<file path="src/rtl/c7bbiu_icu_rd.sv">
// Instruction-side AXI4 read engine: one I-cache line fill or single beat per request.
// Optional watchdog enabled by defining C7B_BIU_IRD_TIMEOUT_EN.
module c7bbiu_icu_rd #(
    parameter int LINE_BEATS     = 4,
    parameter int ARID_W         = 4,
    parameter int ICU_ARID       = 0,
    parameter int TIMEOUT_CYCLES = 1024
) (
    input  logic              clk,
    input  logic              reset,
    input  logic              icu_biu_req,
    input  logic [28:0]       icu_biu_addr,
    input  logic              icu_biu_single,
    output logic              biu_icu_ack,
    output logic              biu_icu_data_valid,
    output logic              biu_icu_data_last,
    output logic [63:0]       biu_icu_data,
    output logic              biu_icu_fault,
    output logic              arvalid,
    input  logic              arready,
    output logic [31:0]       araddr,
    output logic [7:0]        arlen,
    output logic [2:0]        arsize,
    output logic [1:0]        arburst,
    output logic [ARID_W-1:0] arid,
    input  logic              rvalid,
    output logic              rready,
    input  logic [63:0]       rdata,
    input  logic [1:0]        rresp,
    input  logic              rlast,
    input  logic [ARID_W-1:0] rid
);

    localparam int         CNT_W    = (LINE_BEATS > 2) ? $clog2(LINE_BEATS) : 1;
    localparam logic [7:0] FILL_LEN = 8'(LINE_BEATS - 1);

    typedef enum logic [1:0] {IDLE, AR, RD} state_t;

    state_t           state, state_nxt;
    logic [28:0]      addr_q;
    logic [7:0]       len_q;
    logic [CNT_W-1:0] cnt_q;
    logic             err_q;
    logic             r_hs;
    logic             cnt_at_len;
    logic             beat_last;
    logic             beat_fault;
    logic             timeout;

    // rid is unused (sole master on this ID); only rresp[1] signals an error.
    logic unused_inputs;
    assign unused_inputs = ^{rid, rresp[0]};

    assign araddr  = {addr_q, 3'b000};
    assign arlen   = len_q;
    assign arsize  = 3'b011;
    assign arburst = 2'b01;
    assign arid    = ARID_W'(ICU_ARID);

    assign r_hs       = rvalid & rready;
    assign cnt_at_len = (8'(cnt_q) == len_q);
    // A beat ends the burst on rlast or when the count is exhausted; any disagreement is a fault.
    assign beat_last  = rlast | cnt_at_len;
    assign beat_fault = rresp[1] | (beat_last & (err_q | (rlast ^ cnt_at_len)));

`ifdef C7B_BIU_IRD_TIMEOUT_EN
    localparam int TO_W = (TIMEOUT_CYCLES > 2) ? $clog2(TIMEOUT_CYCLES) : 1;

    logic [TO_W-1:0] to_cnt;
    logic            ar_hs;

    assign ar_hs   = arvalid & arready;
    assign timeout = (state != IDLE) && (to_cnt == TO_W'(TIMEOUT_CYCLES - 1)) && !ar_hs && !r_hs;

    always_ff @(posedge clk or posedge reset) begin
        if (reset) begin
            to_cnt <= '0;
        end else if (state == IDLE || ar_hs || r_hs) begin
            to_cnt <= '0;
        end else begin
            to_cnt <= to_cnt + 1'b1;
        end
    end
`else
    assign timeout = 1'b0;
`endif

    always_ff @(posedge clk or posedge reset) begin
        if (reset) begin
            state <= IDLE;
        end else begin
            state <= state_nxt;
        end
    end

    // NOTE: every signal gets a default before the case so no path leaves it unassigned (no latch).
    always_comb begin
        state_nxt   = state;
        biu_icu_ack = 1'b0;
        arvalid     = 1'b0;
        rready      = 1'b0;
        case (state)
            IDLE: begin
                biu_icu_ack = icu_biu_req & ~reset;
                if (icu_biu_req) state_nxt = AR;
            end
            AR: begin
                arvalid = 1'b1;
                if (timeout)      state_nxt = IDLE;
                else if (arready) state_nxt = RD;
            end
            RD: begin
                rready = 1'b1;
                if (timeout)                state_nxt = IDLE;
                else if (rvalid && beat_last) state_nxt = IDLE;
            end
            default: state_nxt = IDLE;
        endcase
    end

    // NOTE: sequential state uses non-blocking assignments so all registers update from pre-edge values.
    // NOTE: every register here is a small control/data flop, so all of them take the async reset.
    always_ff @(posedge clk or posedge reset) begin
        if (reset) begin
            addr_q             <= '0;
            len_q              <= '0;
            cnt_q              <= '0;
            err_q              <= 1'b0;
            biu_icu_data       <= '0;
            biu_icu_data_valid <= 1'b0;
            biu_icu_data_last  <= 1'b0;
            biu_icu_fault      <= 1'b0;
        end else begin
            biu_icu_data_valid <= 1'b0;
            biu_icu_data_last  <= 1'b0;
            biu_icu_fault      <= 1'b0;
            if (biu_icu_ack) begin
                addr_q <= icu_biu_addr;
                len_q  <= icu_biu_single ? 8'd0 : FILL_LEN;
                cnt_q  <= '0;
                err_q  <= 1'b0;
            end
            if (r_hs) begin
                biu_icu_data       <= rdata;
                biu_icu_data_valid <= 1'b1;
                biu_icu_data_last  <= beat_last;
                biu_icu_fault      <= beat_fault;
                cnt_q              <= cnt_q + 1'b1;
                err_q              <= err_q | rresp[1];
            end else if (timeout) begin
                biu_icu_data       <= '0;
                biu_icu_data_valid <= 1'b1;
                biu_icu_data_last  <= 1'b1;
                biu_icu_fault      <= 1'b1;
            end
        end
    end

endmodule
</file>
<file path="config.mk">
export PLATFORM = sky130hd
export DESIGN_NAME = c7bbiu_icu_rd
export DESIGN_NICKNAME = d
export VERILOG_FILES = /design/src/rtl/c7bbiu_icu_rd.sv
export SDC_FILE = /design/constraint.sdc
export NUM_CORES = 1
export LEC_CHECK = 0
export CORE_UTILIZATION = 30
export CTS_CLUSTER_SIZE = 12
export DETAILED_ROUTE_END_ITERATION = 8
export PLACE_DENSITY = 0.65
export REMOVE_ABC_BUFFERS = 1
export SYNTH_ARGS = -nofsm -noshare
export SYNTH_HDL_FRONTEND = slang
export SYNTH_SLANG_ARGS = --single-unit
</file>
<file path="constraint.sdc">
create_clock -name clk -period 4.5 [get_ports clk]
set_input_delay 0.9 -clock clk [delete_from_list [all_inputs] [get_ports clk]]
set_output_delay 0.9 -clock clk [all_outputs]
set_load 0.02 [all_outputs]
</file>
==> flow_summary.ini <==
[min_path]
hold_path_depth = 2
holdPathEnd = biu_icu_data[39]$_DFFE_PP0P_
min-delay-start = biu_icu_data[39]$_DFFE_PP0P_
hp-class = reg2reg

[setup_path]
reg2reg_from = state[0]$_DFFE_PP0P_
crit_family = buffers and inverters
path_buf_inv = 2
critPathMostFrequentCell = clkdlybuf4s50_1
cp-start-kind = input pin
cp_slowest_cell = clkdlybuf4s50_1
worstRegToRegCells = 4
cp_max_fo = 2
path_class = in2out
worstSetupEndpointType = output port
r2r-end = biu_icu_data[62]$_DFFE_PP0P_
max_stage_delay_ns = 0.66
r2r_slack_ns = 2.64
arrival_ns = 2.33
worstPathCellList = clkdlybuf4s50_1, nor4b_4, clkdlybuf4s50_1
required_ns = 3.60

[yosys]
netlist.area_leader.share_pct = 63.3
syn_inst = 389
yosys_register_bits = 102
synthesis.area_sq_um = 4040
yosys.area.top_type = dfrtp_1
syn_avg_cell_area_sq_um = 10.4
synth.area.top_cells = dfrtp_1 (63%), nand2_1 (18%), mux2_2 (8.1%)
yosysWarnings = 0
synth_cell_types = 26
synth_seq_area_share_pct = 63.3

[route]
vias = 3204
drt-initial-drc-count = 90
drc_errors = 0
wl_per_cell_um = 13.3
postRouteAntennaNets = 0
viasPerCell = 4.19
wl_um = 10200
dr.pass1.iters = 6

[place]
dp_slack_ns = 1.26
place_inst = 750
routabilityCongestion = 0.736
place_hpwl_um = 7130
port_buffers = 201

[clocking]
cts_resized = 0
worstSkewPairLatency_ns = 0.34
cts-htree-levels = 3
clock_path_buffers = 2
postCtsHoldBufs = 0
cts_root_buf = clkbuf_16
cts.sinks = 102
cts_buffers = 9
cts_tree = built
cts.clk_slew.worst_paths_ns = 0.06
post_cts_buffers = 0

[timing]
post-route-min-period_ns = 3.23
setup_viol = 0
tns_ns = 0
finalMaxSlewViolations = 0
period_share_pct = 71.8
finalHoldViolations = 0
slew_headroom_pct = 23.5
worst_slack_ns = 1.27
fmax_mhz = 310
finalClockSkew_ns = 0.00915
tightest_slew_ns = 1.15
rsz0062_at_grt = no

[final_layout]
final_common_cell = clkdlybuf4s50_1
final_nets = 692
final_cell_mix = clkdlybuf4s50_1 (201), nand2_1 (192), dfrtp_1 (102), mux2_2 (29), conb_1 (18)
fillers = 1213
final_util_pct = 48.5
layout-drive-gt1-share_pct = 7.98
antenna_cells = 0
area_growth_pct = 58.7
fin_cells = 765

[floorplan]
die_area_sq_um = 13900
die_h_um = 118
initial_core_util_pct = 30.6
core_sq_um = 13200
core.rowCount = 42
die_w_um = 118
ioPinCount = 225

[power_and_ir_drop]
p_per_area_nw_per_um2 = 694
vdd_ir_drop_max_v = 0.000338
leakage_nw = 2.99

[grt]
antenna_found_initial = 0
grt_pass1_vias = 3281
grt_usage_pct = 15.0
grt_pass1_wl_um = 16400
grt_max_degree = 69
grt-ovfl-total = 0

[run]
drv_cap = 0

[run_status]
outcome = finished, final reports clean
worst register-to-register path: stages, from the launching register on:
cell,delay (ns)
dfrtp_1,0.45
nand3b_1,0.23
inv_2,0.83
nand2_1,0.20
nand2_1,0.10
cell type report:
type / count / area (sq um) / share of cell area, %
clock inverter: 1 / 30.0 / 0.469
tap: 176 / 220 / 3.44
clock buffer: 14 / 254 / 3.97
multi-input combinational: 264 / 1290 / 20.2
inverter: 3 / 13.8 / 0.215
timing repair buffer: 205 / 2040 / 31.9
sequential: 102 / 2550 / 39.9
registers in the layout, indices dropped and copies added (netlist names):
signal              count
biu_icu_data           64
addr_q                 29
cnt_q                   2
state                   2
arlen                   1
biu_icu_data_last       1
biu_icu_data_valid      1
biu_icu_fault           1
err_q                   1
Yosys cell counts (all sizes together):
| cell type | n |
|---|---|
| nor3 | 1 |
| dfrtp | 102 |
| buf | 29 |
| nand2b | 1 |
| and3 | 1 |
| a211oi | 1 |
| a21o | 1 |
| nor4b | 1 |
| conb | 2 |
| nand3b | 2 |
| clkbuf | 7 |
| nor2b | 1 |
| inv | 3 |
| o21ai | 1 |
| nor3b | 2 |
| a21oi | 2 |
| nor2 | 6 |
| a22o | 1 |
| o21a | 1 |
| ha | 1 |
| mux2 | 29 |
| nand2 | 192 |
| and2b | 1 |
| mux2i | 1 |
cell families after synthesis:
family / synth area share (%)
buffers and inverters: 6.23
adder cells (fa/ha/maj): 0.310
other: 0.186
flip-flops: 63.3
multiplexers: 8.34
AND/OR/NAND/NOR: 20.5
AO/OA/AOI/OAI: 1.15
metrics by stage:
| stage | hold slack (ns) | area, sq um | power (mW) |
|---|---|---|---|
| after floorplan | 0.463 | 3850 | 2.62 |
| after global placement | 0.459 | 6120 | 3.67 |
| after detailed placement | 0.462 | 6120 | 3.72 |
| after CTS | 0.478 | 6400 | 4.51 |
| after global routing | 0.497 | 6400 | 4.71 |
| final | 0.472 | 6400 | 4.44 |
power breakdown:
part	leakage, nW	switching, mW	internal [mW]
clock network	0.137	0.318	0.445
logic	1.59	1.07	1.04
registers	1.26	0.235	1.34
total	2.99	1.62	2.82
per-layer routing:
| metal | global-route usage [%] | part of all wire (%) | vias up |
|---|---|---|---|
| li1 | - | - | 1565 |
| met3 | 5.67 | 6.1 | 18 |
| met1 | 17.4 | 41 | 1507 |
| met4 | 5.53 | 2.5 | 0 |
| met2 | 25.2 | 50 | 114 |
| met5 | 0 | 0 | - |
how the worst max path moves through the flow:
stage | startpoint | endpoint | slack, ns | depth (start not counted)
detailed placement | reset | biu_icu_ack | 1.26 | 3
floorplan | rvalid | err_q$_DFFE_PP0P_ | 0.59 | 4
CTS | reset | biu_icu_ack | 1.24 | 3
global placement | reset | biu_icu_ack | 1.24 | 3
finish | reset | biu_icu_ack | 1.27 | 3
global route | reset | biu_icu_ack | 1.21 | 3
Power figures use the tool's default switching activity.
==> edit 1, RTL diff (config.mk and constraints unchanged) <==
The parameter `ARID_W` goes from 4 to 3.
--- a/src/rtl/c7bbiu_icu_rd.sv
+++ b/src/rtl/c7bbiu_icu_rd.sv
@@ -2,7 +2,7 @@
 // Optional watchdog enabled by defining C7B_BIU_IRD_TIMEOUT_EN.
 module c7bbiu_icu_rd #(
     parameter int LINE_BEATS     = 4,
-    parameter int ARID_W         = 4,
+    parameter int ARID_W         = 3,
     parameter int ICU_ARID       = 0,
     parameter int TIMEOUT_CYCLES = 1024
 ) (
Ports: changed (resized arid and rid); port bits go from 225 to 223. The function was not compared with the original's and may differ.
==> edit 1 against the original RTL <==
  * Utilization grew 1.4 points
  * Fmax down 0.93%
  * Setup slack worse by 0.030 ns
  * Die area down 0.19%
  * Hold slack better by 0.0037 ns
  * Non-clock buffer count stayed put
  * Synthesized area down 0.19%
  * Routed wire length is 1.8% higher
  * Critical path depth did not move
  * Largest cell class unchanged
  * Total power increased by 1.7%
  * Design area up 0.49%
  * Clock power rose by 10%
  * Sequential cell count stayed put
==> edit 1: results <==
group,metric,value,unit
clocking,clock_latency,0.34,ns
detailed_routing,via_per_inst,4.22,
placement,numPortBuffers,201,
cells_and_area,antenna_cells,0,
worst_setup_path,slowest_delay,0.67,ns
cells_and_area,fillers,1186,
timing,relSlewSlack,0.224,
worst_setup_path,crit_arrival,2.36,ns
detailed_routing,routed_wl,10300,um
cells_and_area,fin_cells,761,
run_status,status,"complete, no violations",
clocking,htreeDepth,3,
cells_and_area,final_nets,690,
worst_hold_path,hold_class,"reg2reg",
logic_synthesis,synthTopCellsByArea,"dfrtp_1, nand2_1, mux2_2, buf_4, buf_6",
logic_synthesis,ys.flop_type,"dfrtp_1",
clocking,cts_made_buffers,9,
worst_setup_path,cp_top_family,"buffers and inverters",
detailed_routing,firstDrtPassIters,4,
clocking,cts_resized,0,
power_and_ir_drop,vdd_drop_max,0.405,mV
timing,finalClockSkew,0.00550,ns
placement,dp.cells,745,
logic_synthesis,async_reset_ff_frac,1.00,
global_routing,grt_max_degree,69,
logic_synthesis,synth_warnings,0,
logic_synthesis,netlist_instances,388,
power_and_ir_drop,leakage,3.01,nW
global_routing,grt_usage,0.155,
clocking,cts_max_path_buffers,2,
placement,dp_hpwl,7230,um
worst_setup_path,critPathMaxFanout,2,
cells_and_area,drive_gt1_frac,0.0883,
clocking,post_cts_buffers,0,
logic_synthesis,yosys-top-cells-count,"nand2_1, dfrtp_1, mux2_2",
global_routing,grt_pass1_wl,17000,um
global_routing,grt_pass1_vias,3392,
logic_synthesis,ys_seq_area_frac,0.634,
detailed_routing,dr.first_iter.drc_count,139,
placement,place_congestion,0.764,
global_routing,antenna_found_initial,0,
logic_synthesis,synth_cell_types,26,
==> edit 1: cell count changes after synthesis <==
cell and delta:
buf_4 -1
==> edit 1: cell type report <==
type	count	share of cell area
sequential	102	0.397
clock inverter	6	0.0132
clock buffer	10	0.0371
inverter	3	0.00214
tap	172	0.0334
multi-input combinational	263	0.200
timing repair buffer	205	0.317
==> edit 1: routing by layer <==
metal,vias up,routed length (um),track usage
met5,-,0,0
met4,0,176,0.0561
met1,1524,4290,0.178
li1,1557,-,-
met2,119,5210,0.271
met3,10,672,0.0489
==> edit 1: report_power, final <==
part	leakage, nW	total, W	switching, W	internal, W
clock	0.154	0.000839	0.000338	0.000501
sequential	1.26	0.00158	0.000238	0.00134
combinational	1.59	0.00210	0.00106	0.00104
==> edit 1: worst reg2reg max path, delay by kind of cell (launching register included) <==
family	cells	cell delay, ns
buffers and inverters	1	0.82
flip-flops	1	0.46
AND/OR/NAND/NOR	3	0.56
==> edit 1: final timing paths <==
kind,startpoint,endpoint,slack (ns),cells past startpoint
max reg2reg,state[0]$_DFFE_PP0P_,biu_icu_data[46]$_DFFE_PP0P_,2.60,4
max,reset,biu_icu_ack,1.24,3
max in group asynchronous,reset,biu_icu_data[57]$_DFFE_PP0P_,2.58,3
min,biu_icu_data[33]$_DFFE_PP0P_,biu_icu_data[33]$_DFFE_PP0P_,0.48,2
min reg2reg,biu_icu_data[33]$_DFFE_PP0P_,biu_icu_data[33]$_DFFE_PP0P_,0.48,2
min in group asynchronous,reset,addr_q[12]$_DFFE_PP0P_,1.11,2
==> edit 1: kinds of logic after synthesis <==
logic type / Yosys count / synth area share
other cells: 2 / 0.00186
mux: 30 / 0.0836
compound gates: 7 / 0.0115
fa+ha+maj: 1 / 0.00311
buf+inv: 38 / 0.0606
simple gates: 208 / 0.206
flops: 102 / 0.634
==> edit 1: stage by stage <==
stage / utilization / worst slack, ns / cell area (um2) / hold WS [ns] / power [W]
after floorplan: - / 0.593 / 3850 / 0.463 / 0.00262
after global placement: 0.475 / 1.24 / 6110 / 0.457 / 0.00367
after detailed placement: 0.475 / 1.24 / 6110 / 0.461 / 0.00372
after CTS: 0.500 / 1.22 / 6430 / 0.479 / 0.00458
after global routing: 0.500 / 1.19 / 6430 / 0.498 / 0.00479
final: 0.500 / 1.24 / 6430 / 0.476 / 0.00452
==> edit 2, RTL diff (same flow settings) <==
Without the edit above. Encoding of `state_t`: now one-hot (3 bits for 3 states).
--- a/src/rtl/c7bbiu_icu_rd.sv
+++ b/src/rtl/c7bbiu_icu_rd.sv
@@ -34,7 +34,7 @@
     localparam int         CNT_W    = (LINE_BEATS > 2) ? $clog2(LINE_BEATS) : 1;
     localparam logic [7:0] FILL_LEN = 8'(LINE_BEATS - 1);
 
-    typedef enum logic [1:0] {IDLE, AR, RD} state_t;
+    typedef enum logic [2:0] {IDLE = 3'b001, AR = 3'b010, RD = 3'b100} state_t;
 
     state_t           state, state_nxt;
     logic [28:0]      addr_q;
Check against the original RTL: no difference found for any inputs over 10 cycles, from zero or initial values and one cycle with reset high; not proved beyond that.
==> edit 2 against the original RTL <==
  * Synthesized area up 2.1%
  * Total power down 13%
  * Sequential cell count up 1
  * Setup slack better by 0.039 ns
  * Utilization up 0.35 points
  * Critical path depth up 1
  * Global-route usage up 0.18 points
  * Routed wire length up 1.5%
  * Design area up 1.5%
  * Critical endpoint unchanged
  * Largest power group unchanged
==> edit 2: results <==
group,metric,value,unit
global_routing,grt_pass1_wl,16900,um
timing,worstMarginPinSlew,1.16,ns
detailed_routing,dr.first_iter.drc_count,120,
timing,finalClockSkew,0.00596,ns
cells_and_area,fillers,1225,
global_routing,grt_max_degree,84,
logic_synthesis,yosys-top-cells-count,"nand2_1, dfrtp_1, mux2_2",
power_and_ir_drop,leakage,3.09,nW
power_and_ir_drop,vdd_drop_max,0.246,mV
logic_synthesis,synthAdderAreaFrac,0.00304,
logic_synthesis,synth-compound-area-share,0.0155,
global_routing,grt_pass1_vias,3333,
cells_and_area,drive_gt1_frac,0.0854,
worst_setup_path,rrSetupSlack,2.53,ns
detailed_routing,wl_per_cell,13.3,um
worst_setup_path,critPathMaxFanout,4,
placement,dp_hpwl,7230,um
worst_setup_path,worstReg2RegEnd,"cnt_q[1]$_DFFE_PP0P_",
logic_synthesis,synthTopCellsByArea,"dfrtp_1, nand2_1, mux2_2, buf_4, buf_6",
floorplanning,die_h,119,um
floorplanning,dieWidth,119,um
placement,place_congestion,0.721,
run_status,status,"complete, no violations",
worst_setup_path,timing.rr.start,"state[2]$_DFFE_PP0P_",
worst_setup_path,startpoint,"icu_biu_req",
logic_synthesis,ys_seq_area_frac,0.626,
==> edit 2: cell types whose count changed after synthesis, sizes merged, moves of 2 or more <==
cell	change
clkbuf	-3
nor2	+2
o21ai	+2
inv	+2
buf	+4
==> edit 2: worst min path at each step <==
stage                                       startpoint                      endpoint  slack, ns  cells past startpoint
after floorplan                      err_q$_DFFE_PP0P_             err_q$_DFFE_PP0P_       0.46                      2
after global placement    biu_icu_data[61]$_DFFE_PP0P_  biu_icu_data[61]$_DFFE_PP0P_       0.46                      2
after detailed placement  biu_icu_data[61]$_DFFE_PP0P_  biu_icu_data[61]$_DFFE_PP0P_       0.46                      2
after CTS                 biu_icu_data[52]$_DFFE_PP0P_  biu_icu_data[52]$_DFFE_PP0P_       0.48                      2
after global routing      biu_icu_data[36]$_DFFE_PP0P_  biu_icu_data[36]$_DFFE_PP0P_       0.49                      2
final                     biu_icu_data[24]$_DFFE_PP0P_  biu_icu_data[24]$_DFFE_PP0P_       0.47                      2
==> edit 2: stage by stage <==
step | power [W] | setup slack [ns] | hold WS, ns | instance area [um2] | cells
after floorplan | 0.00221 | 0.534 | 0.463 | 3920 | 377
after global placement | 0.00305 | 1.29 | 0.457 | 6190 | 757
after detailed placement | 0.00309 | 1.29 | 0.462 | 6190 | 757
after CTS | 0.00391 | 1.28 | 0.478 | 6500 | 773
after global routing | 0.00407 | 1.24 | 0.494 | 6500 | 773
final | 0.00386 | 1.31 | 0.472 | 6500 | 773
==> edit 2: worst max-delay path, cell delays in order <==
cell,delay (ns)
clkdlybuf4s50_1,0.50
nand3b_4,0.11
nor3_4,0.13
clkdlybuf4s50_1,0.64
==> edit 2: cell families (layout without fill, tap and decap cells) <==
group           count (synthesis)  after routing
simple gates                  210            210
flops                         103            103
buf+inv                        42            225
mux                            30             30
compound gates                 10             10
other cells                     2             18
fa+ha+maj                       1              1
==> edit 2: where the power goes <==
part           leakage, nW  switching, W  internal [W]
Clock                0.156      0.000330      0.000475
Sequential            1.34      0.000186       0.00126
Combinational         1.59      0.000783      0.000828
Total                 3.09       0.00130       0.00256
==> edit 2: per-layer routing <==
metal / vias to the layer above / track usage / routed length (um)
li1: 1589 / - / -
met1: 1564 / 0.180 / 4120
met2: 112 / 0.253 / 5270
met3: 17 / 0.0426 / 679
met4: 0 / 0.0759 / 240
met5: - / 0 / 0
==> edit 2: area by class of cell <==
cell class / count / area share
clock buffers: 13 / 0.0416
clock inverters: 3 / 0.00616
inverters: 5 / 0.00327
multi-input cells: 269 / 0.206
flip-flops and latches: 103 / 0.397
well taps: 176 / 0.0339
repair buffers: 204 / 0.313
